==> config.mk <==
export PLATFORM = sky130hd
export DESIGN_NAME = req_tx
export DESIGN_NICKNAME = d
export VERILOG_FILES = /design/src/rtl/req_pkg.sv /design/src/rtl/req_tx.sv
export SDC_FILE = /design/constraint.sdc
export NUM_CORES = 1
export LEC_CHECK = 0
export CELL_PAD_IN_SITES_DETAIL_PLACEMENT = 0
export CELL_PAD_IN_SITES_GLOBAL_PLACEMENT = 1
export CORE_MARGIN = 3
export CORE_UTILIZATION = 41
export CTS_CLUSTER_SIZE = 28
export DETAILED_ROUTE_END_ITERATION = 8
export GPL_TIMING_DRIVEN = 0
export PLACE_DENSITY = 0.83
export SYNTH_ARGS = -nofsm -noshare
export SYNTH_HDL_FRONTEND = slang
export SYNTH_SLANG_ARGS = --single-unit
==> constraint.sdc <==
create_clock -name clk_i -period 4.3 [get_ports clk_i]
set_input_delay 0.86 -clock clk_i [delete_from_list [all_inputs] [get_ports clk_i]]
set_output_delay 0.86 -clock clk_i [all_outputs]
set_load 0.1 [all_outputs]
==> src/rtl/req_pkg.sv <==
// Types and defaults shared by the request transmitter and its receive-side peers.
// Default data width and burst limit are the values both ends must agree on.
package req_pkg;

  localparam int unsigned DefWidth  = 80;
  localparam int unsigned DefMaxLen = 16;

  typedef enum logic [1:0] {
    ST_IDLE = 2'd0,
    ST_SEND = 2'd1,
    ST_DONE = 2'd2
  } req_tx_state_e;

endpackage

==> src/rtl/req_tx.sv <==
// Burst request transmitter: takes one (base, len) command and drives len consecutive
// words base, base+1, ... onto the req valid/ready interface, then pulses done_o.
module req_tx
  import req_pkg::*;
#(
  parameter int unsigned Width  = DefWidth,
  parameter int unsigned MaxLen = DefMaxLen,
  localparam int unsigned LenW  = $clog2(MaxLen + 1)
) (
  input  logic             clk_i,
  input  logic             rst_i,
  input  logic             cmd_valid_i,
  output logic             cmd_ready_o,
  input  logic [Width-1:0] cmd_base_i,
  input  logic [LenW-1:0]  cmd_len_i,
  output logic             req_valid_o,
  input  logic             req_ready_i,
  output logic [Width-1:0] req_data_o,
  output logic             req_last_o,
  output logic             busy_o,
  output logic             done_o
);

  req_tx_state_e    state_q, state_d;
  logic [Width-1:0] base_q, base_d;
  logic [LenW-1:0]  len_q, len_d;
  logic [LenW-1:0]  idx_q, idx_d;
  logic [LenW-1:0]  idx_inc;
  logic [LenW-1:0]  cmd_len_clamped;
  logic             req_valid_q, req_valid_d;
  logic [Width-1:0] req_data_q, req_data_d;
  logic             req_last_q, req_last_d;
  logic             done_q, done_d;

  assign cmd_len_clamped = (cmd_len_i > LenW'(MaxLen)) ? LenW'(MaxLen) : cmd_len_i;
  assign idx_inc         = idx_q + LenW'(1);

  always_comb begin
    state_d     = state_q;
    base_d      = base_q;
    len_d       = len_q;
    idx_d       = idx_q;
    req_valid_d = req_valid_q;
    req_data_d  = req_data_q;
    req_last_d  = req_last_q;
    done_d      = 1'b0;

    unique case (state_q)
      ST_IDLE: begin
        if (cmd_valid_i) begin
          base_d = cmd_base_i;
          len_d  = cmd_len_clamped;
          idx_d  = '0;
          if (cmd_len_clamped == '0) begin
            state_d = ST_DONE;
            done_d  = 1'b1;
          end else begin
            // First beat is loaded here so it is valid the cycle after acceptance.
            state_d     = ST_SEND;
            req_valid_d = 1'b1;
            req_data_d  = cmd_base_i;
            req_last_d  = (cmd_len_clamped == LenW'(1));
          end
        end
      end

      ST_SEND: begin
        // req_valid_q is always high here, so ready alone completes the handshake.
        if (req_ready_i) begin
          idx_d = idx_inc;
          if (req_last_q) begin
            state_d     = ST_DONE;
            req_valid_d = 1'b0;
            req_last_d  = 1'b0;
            done_d      = 1'b1;
          end else begin
            req_data_d = base_q + Width'(idx_inc);
            req_last_d = (idx_inc == len_q - LenW'(1));
          end
        end
      end

      ST_DONE: begin
        state_d = ST_IDLE;
      end

      default: begin
        state_d = ST_IDLE;
      end
    endcase
  end

  always_ff @(posedge clk_i) begin
    if (rst_i) begin
      state_q     <= ST_IDLE;
      base_q      <= '0;
      len_q       <= '0;
      idx_q       <= '0;
      req_valid_q <= 1'b0;
      req_data_q  <= '0;
      req_last_q  <= 1'b0;
      done_q      <= 1'b0;
    end else begin
      state_q     <= state_d;
      base_q      <= base_d;
      len_q       <= len_d;
      idx_q       <= idx_d;
      req_valid_q <= req_valid_d;
      req_data_q  <= req_data_d;
      req_last_q  <= req_last_d;
      done_q      <= done_d;
    end
  end

  // Gated with rst_i so the command port refuses work during the reset cycle itself.
  assign cmd_ready_o = (state_q == ST_IDLE) & ~rst_i;
  assign busy_o      = ((state_q == ST_SEND) | (state_q == ST_DONE)) & ~rst_i;

  assign req_valid_o = req_valid_q;
  assign req_data_o  = req_data_q;
  assign req_last_o  = req_last_q;
  assign done_o      = done_q;

endmodule

== Word level (Yosys, flattened, before mapping) ==
Cells that the tools add are included.
Word-level totals
  register bits: 175
  input bits: 89
  word-level logic and storage cells: 63
Operators by class
  $lt $le $gt $ge: 1
  reduce and logical (&&, ||, !) cells: 9
  mux-type cells: 29
  equality and inequality tests: 9
  bitwise operators: 4
  add/sub/neg operators: 3
Operators by type and width (count)
  80-bit 2-to-1 mux: 4
  80-bit case mux with 2 select lines: 1
  80-bit by 5-bit adder with 80-bit output: 1
  5-bit 2-to-1 mux: 3
  1-bit 2-to-1 mux: 12
  2-bit != test, second input constant: 5
  5-bit case mux with 2 select lines: 1
  5-bit AND reduction: 2
  2-bit 2-to-1 mux: 4
  1-bit case mux with 2 select lines: 3
  3-bit AND reduction: 2
  5-bit by 1-bit adder with 5-bit output, second input constant: 1
  5-bit by 1-bit equality test with 1-bit output, second input constant: 1
  5-bit equality test: 1
  5-bit > comparator, second input constant: 1
  5-bit logical NOT: 1
  5-bit by 1-bit subtractor with 5-bit output, second input constant: 1
  2-bit case mux with 2 select lines: 1
  4-bit AND reduction: 1
  1-bit AND: 2
  2-bit by 1-bit equality test with 1-bit output, second input constant: 1
  2-bit equality test, second input constant: 1
  2-bit logical NOT: 1
  2-bit AND reduction: 1
  other kinds (3): 3

== Logic depth before layout (Yosys ltp) ==
  depth after elaboration: 6
  gate-level depth with buffers: 11

== Worst setup path after synthesis ==
No wires, ideal clock.
  kind: input port to output port
  start: in rst_i
  end: out busy_o
  path slack: 0.895 ns
  data required time: 3.440 ns
  arrival: 2.545 ns
  stages on the path: 3
  cells stage by stage: clkbuf_1 > clkbuf_1 > nor2b_1
On the way
  cells in the longest elaborated chain, start to end: 2
RTL lines
  start, declared: RTL line req_tx.sv:11  | input logic rst_i,
  1-bit inverter: RTL line req_tx.sv:117  | assign busy_o = ((state_q == ST_SEND) | (state_q == ST_DONE)) & ~rst_i;
  1-bit AND: RTL line req_tx.sv:117
  end, declared: RTL line req_tx.sv:20  | output logic busy_o,
Every way passes these cells.

== Worst setup path after layout ==
  start: reg idx_q[0]
  end: reg req_data_q[21] (netlist: req_data_o[21])
On the way
  cells in the longest elaborated chain, start to end: 5
RTL lines
  start, declared: RTL line req_tx.sv:27  | logic [LenW-1:0] idx_q, idx_d;
  start signal, assigned: RTL line req_tx.sv:107  | idx_q <= idx_d;
  5-bit by 1-bit adder with 5-bit output: RTL line req_tx.sv:36  | assign idx_inc = idx_q + LenW'(1);
  80-bit by 5-bit adder with 80-bit output: RTL line req_tx.sv:77  | req_data_d = base_q + Width'(idx_inc);
  80-bit 2-to-1 mux: RTL line req_tx.sv:71  | if (req_last_q) begin
  80-bit 2-to-1 mux: RTL line req_tx.sv:69  | if (req_ready_i) begin
  80-bit case mux with 2 select lines: RTL line req_tx.sv:48  | unique case (state_q)
  end signal, assigned: RTL line req_tx.sv:109  | req_data_q <= req_data_d;
  end, declared: RTL line req_tx.sv:31  | logic [Width-1:0] req_data_q, req_data_d;
Every way passes these cells. The select of a mux whose other input is x is not followed.
A chain may end at the register's enable or synchronous reset.

==> run_results.csv <==
group,metric,value,unit
outcome,status,"completed",
sta,fin_crit_sh,92.1,%
floorplanning,coreArea,20600,um^2
final_layout,insertedDiodeCount,0,
sta,slew_headroom,33.1,%
placement,place_area,10800,um^2
pwr,p_sw,2.61,mW
pwr,clock_power_share,26.6,%
sta,drv_slew,0,
synthesis,syn-num-nets,1227,
sta,setup_violations,0,
global_routing,grt_start_max_net_pins,17,
placement,dp_cells,1569,
worst_setup_path,worst-endpoint-arrival,4.26,ns
pwr,ir_drop,0.000329,V
final_layout,syn2layout_area_growth,30.3,%
placement,dp_hpwl,23500,um
synthesis,synth-main-ff-cell,"dfxtp_1",
worst_setup_path,critPathMaxFanout,10,
clock_network,clk_path_buf_depth,2,
floorplanning,rows,52,
pwr,power_density,522,nW/um^2
final_layout,layout.cells.non_filler,1601,
worst_setup_path,cp.required,4.60,ns
clock_network,cts_made_buffers,17,
global_routing,grt_antenna_before_repair,0,
detailed_routing,drc,0,
sta,rsz0062_at_grt,"no",
min_path,holdPathStages,2,
global_routing,grt_pass1_wl,49200,um
synthesis,syn_inst,1127,
clock_network,cts_root_buf,"clkbuf_16",
placement,place_congestion,0.946,
sta,tns,0,ns
synthesis,synth_area_leader_cell,"dfxtp_1",
global_routing,grt_overflow,0,
clock_network,cts_max_level,4,
pwr,netSwitchingFraction,43.9,%
placement,port-buffer-count,172,
synthesis,seq_area_frac_synth,40.1,%
floorplanning,start_util,42.5,%
global_routing,gr-usage-all-layers,26.7,%
pwr,internal-power,3.33,mW
floorplanning,die_x,152,um
pwr,power.leakage,3.74,nW
floorplanning,ios,174,
synthesis,syn_area,8730,um^2
sta,final.min_clock_period,3.96,ns
pwr,finalPower,5.94,mW
detailed_routing,routedWlPerCell,19.9,um
detailed_routing,detail-route-antenna-nets,0,
pwr,combPwrFrac,39.5,%
worst_setup_path,rr_worst_depth,11,
detailed_routing,dr.pass1.iters,5,
final_layout,drive_gt1_share,3.61,%
synthesis,synth_area_leaders,"dfxtp_1 (40%), nand2_1 (10%), xnor2_1 (6.9%), a21oi_1 (6.4%), nand3_1 (4.0%)",
clock_network,postCtsHoldBufs,0,
detailed_routing,via_per_inst,5.61,
clock_network,clk_pin_slew,0.07,ns
synthesis,synth_cell_type_count,58,
synthesis,async_flop_share,0,%
placement,pre_cts_slack,0.231,ns
clock_network,post_cts_buffers,0,
synthesis,syn-mean-instance-area,7.75,um^2
worst_setup_path,cp-start-kind,"register",
sta,finalWorstSetupSlack,0.338,ns
sta,clock-skew-final,0.00907,ns
final_layout,fillers,2067,
final_layout,fin_area,11400,um^2
synthesis,yosys_warnings,0,
synthesis,ys_ff_latch,175,
global_routing,grt_pass1_vias,8621,
pwr,seq_power_share,33.9,%
sta,worstMarginPinSlew,1.00,ns
clock_network,cts_resized,0,
floorplanning,die_area,23100,um^2
detailed_routing,vias,8985,
worst_setup_path,crit_path_end_kind,"register",
synthesis,synth_enable_flop_cells,0,
detailed_routing,drt-total-wl,31800,um
floorplanning,die-height,152,um
min_path,hold_path_class,"register to register",
clock_network,tritoncts,"yes",
synthesis,yosysTopAreaCellShare,40.1,%
sta,hold_viol,0,
clock_network,insertion_delay,0.44,ns
worst_setup_path,crit_type,"register to register",
final_layout,nets,1418,
sta,clock.fmax,0.252,GHz
clock_network,cts.sinks,175,
detailed_routing,drtIter0Drc,793,
flow_run,cap_violations,0,
==> placed cells by master, fill, tap and decap left out, drive strengths merged, types with 7 or more instances in the layout <==
| cell type | count |
|---|---|
| a221oi | 9 |
| xor2 | 17 |
| a21oi | 111 |
| dfxtp | 175 |
| nor2 | 57 |
| inv | 18 |
| buf | 10 |
| a21boi | 39 |
| nor3 | 41 |
| or3 | 7 |
| clkbuf | 88 |
| ha | 10 |
| nand4 | 26 |
| xnor2 | 69 |
| clkdlybuf4s50 | 172 |
| and4 | 7 |
| o22ai | 43 |
| nor4 | 19 |
| nand2 | 233 |
| nand3 | 71 |
| a211oi | 7 |
| o21ai | 22 |
==> per-stage QoR <==
stage	hold WS, ns	util, %
floorplan	0.441	-
global placement	0.439	52.5
detailed placement	0.448	52.5
CTS	0.464	55.4
global route	0.471	55.4
finish	0.462	55.4
==> flip-flops by register name, summed over array words and instances, names as in the netlist <==
signal,cells
done_o,1
req_data_o,80
state_q,2
req_last_o,1
idx_q,5
len_q,5
req_valid_o,1
base_q,80
==> worst paths after layout <==
check / end / startpoint / slack [ns]
max: req_data_o[21] / idx_q[0] / 0.34
min: base_q[2] / base_q[2] / 0.46
max reg2reg: req_data_o[21] / idx_q[0] / 0.34
min reg2reg: base_q[2] / base_q[2] / 0.46
==> worst max-delay path, stage by stage, from the launching register on <==
cell,delay (ns)
dfxtp_1,0.44
ha_1,0.27
nand3_1,0.11
xnor2_1,0.33
ha_1,0.35
and3_1,0.20
a221oi_1,0.53
nand3b_1,0.32
clkbuf_1,0.73
xnor2_1,0.13
o21ai_0,0.30
a21oi_1,0.10
==> final cells by class <==
class / count / area, um^2 / share of cell area (%)
clock buffers: 19 / 453 / 3.98
well taps: 270 / 338 / 2.97
flip-flops and latches: 175 / 3500 / 30.8
inverters: 16 / 60.1 / 0.528
plain buffers: 79 / 299 / 2.63
clock inverters: 13 / 138 / 1.21
multi-input cells: 857 / 4870 / 42.8
repair buffers: 172 / 1720 / 15.1
==> layer usage <==
metal,GRT usage (%),part of all wire [%],vias to the layer above
li1,-,-,4367
met1,37.5,45,4182
met2,41.5,45,382
met3,5.43,8.1,54
met4,8.01,2.2,0
met5,0,0,-
==> logic make-up (layout without fill, tap and decap cells) <==
kind of cell / count (synthesis) / after routing / synth area share (%)
flops: 175 / 175 / 40.1
buf+inv: 95 / 299 / 4.11
compound gates: 266 / 266 / 18.9
simple gates: 490 / 490 / 26.1
xor+xnor: 86 / 86 / 8.63
mux: 4 / 4 / 0.473
fa+ha+maj: 11 / 11 / 1.66
==> cells in the mapped netlist (16+ instances only) <==
cell type	n
nand4_1	25
o22ai_1	43
clkbuf_1	69
nor2_1	57
dfxtp_1	175
o21ai_0	21
xor2_1	17
a21oi_1	111
nand3_1	70
xnor2_1	69
inv_1	16
nand2_1	233
nor4_1	17
nor3_1	41
a21boi_0	39
==> power by group through the flow <==
stage | Clock [mW] | Combinational (mW) | Sequential [mW]
finish | 1.58 | 2.35 | 2.02
global route | 1.66 | 2.47 | 2.04
CTS | 1.59 | 2.34 | 2.01
detailed placement | 0 | 2.34 | 2.05
global placement | 0 | 2.32 | 2.05
floorplan | 0 | 0.697 | 2.98
No activity file was read; power rests on OpenSTA's default activity.
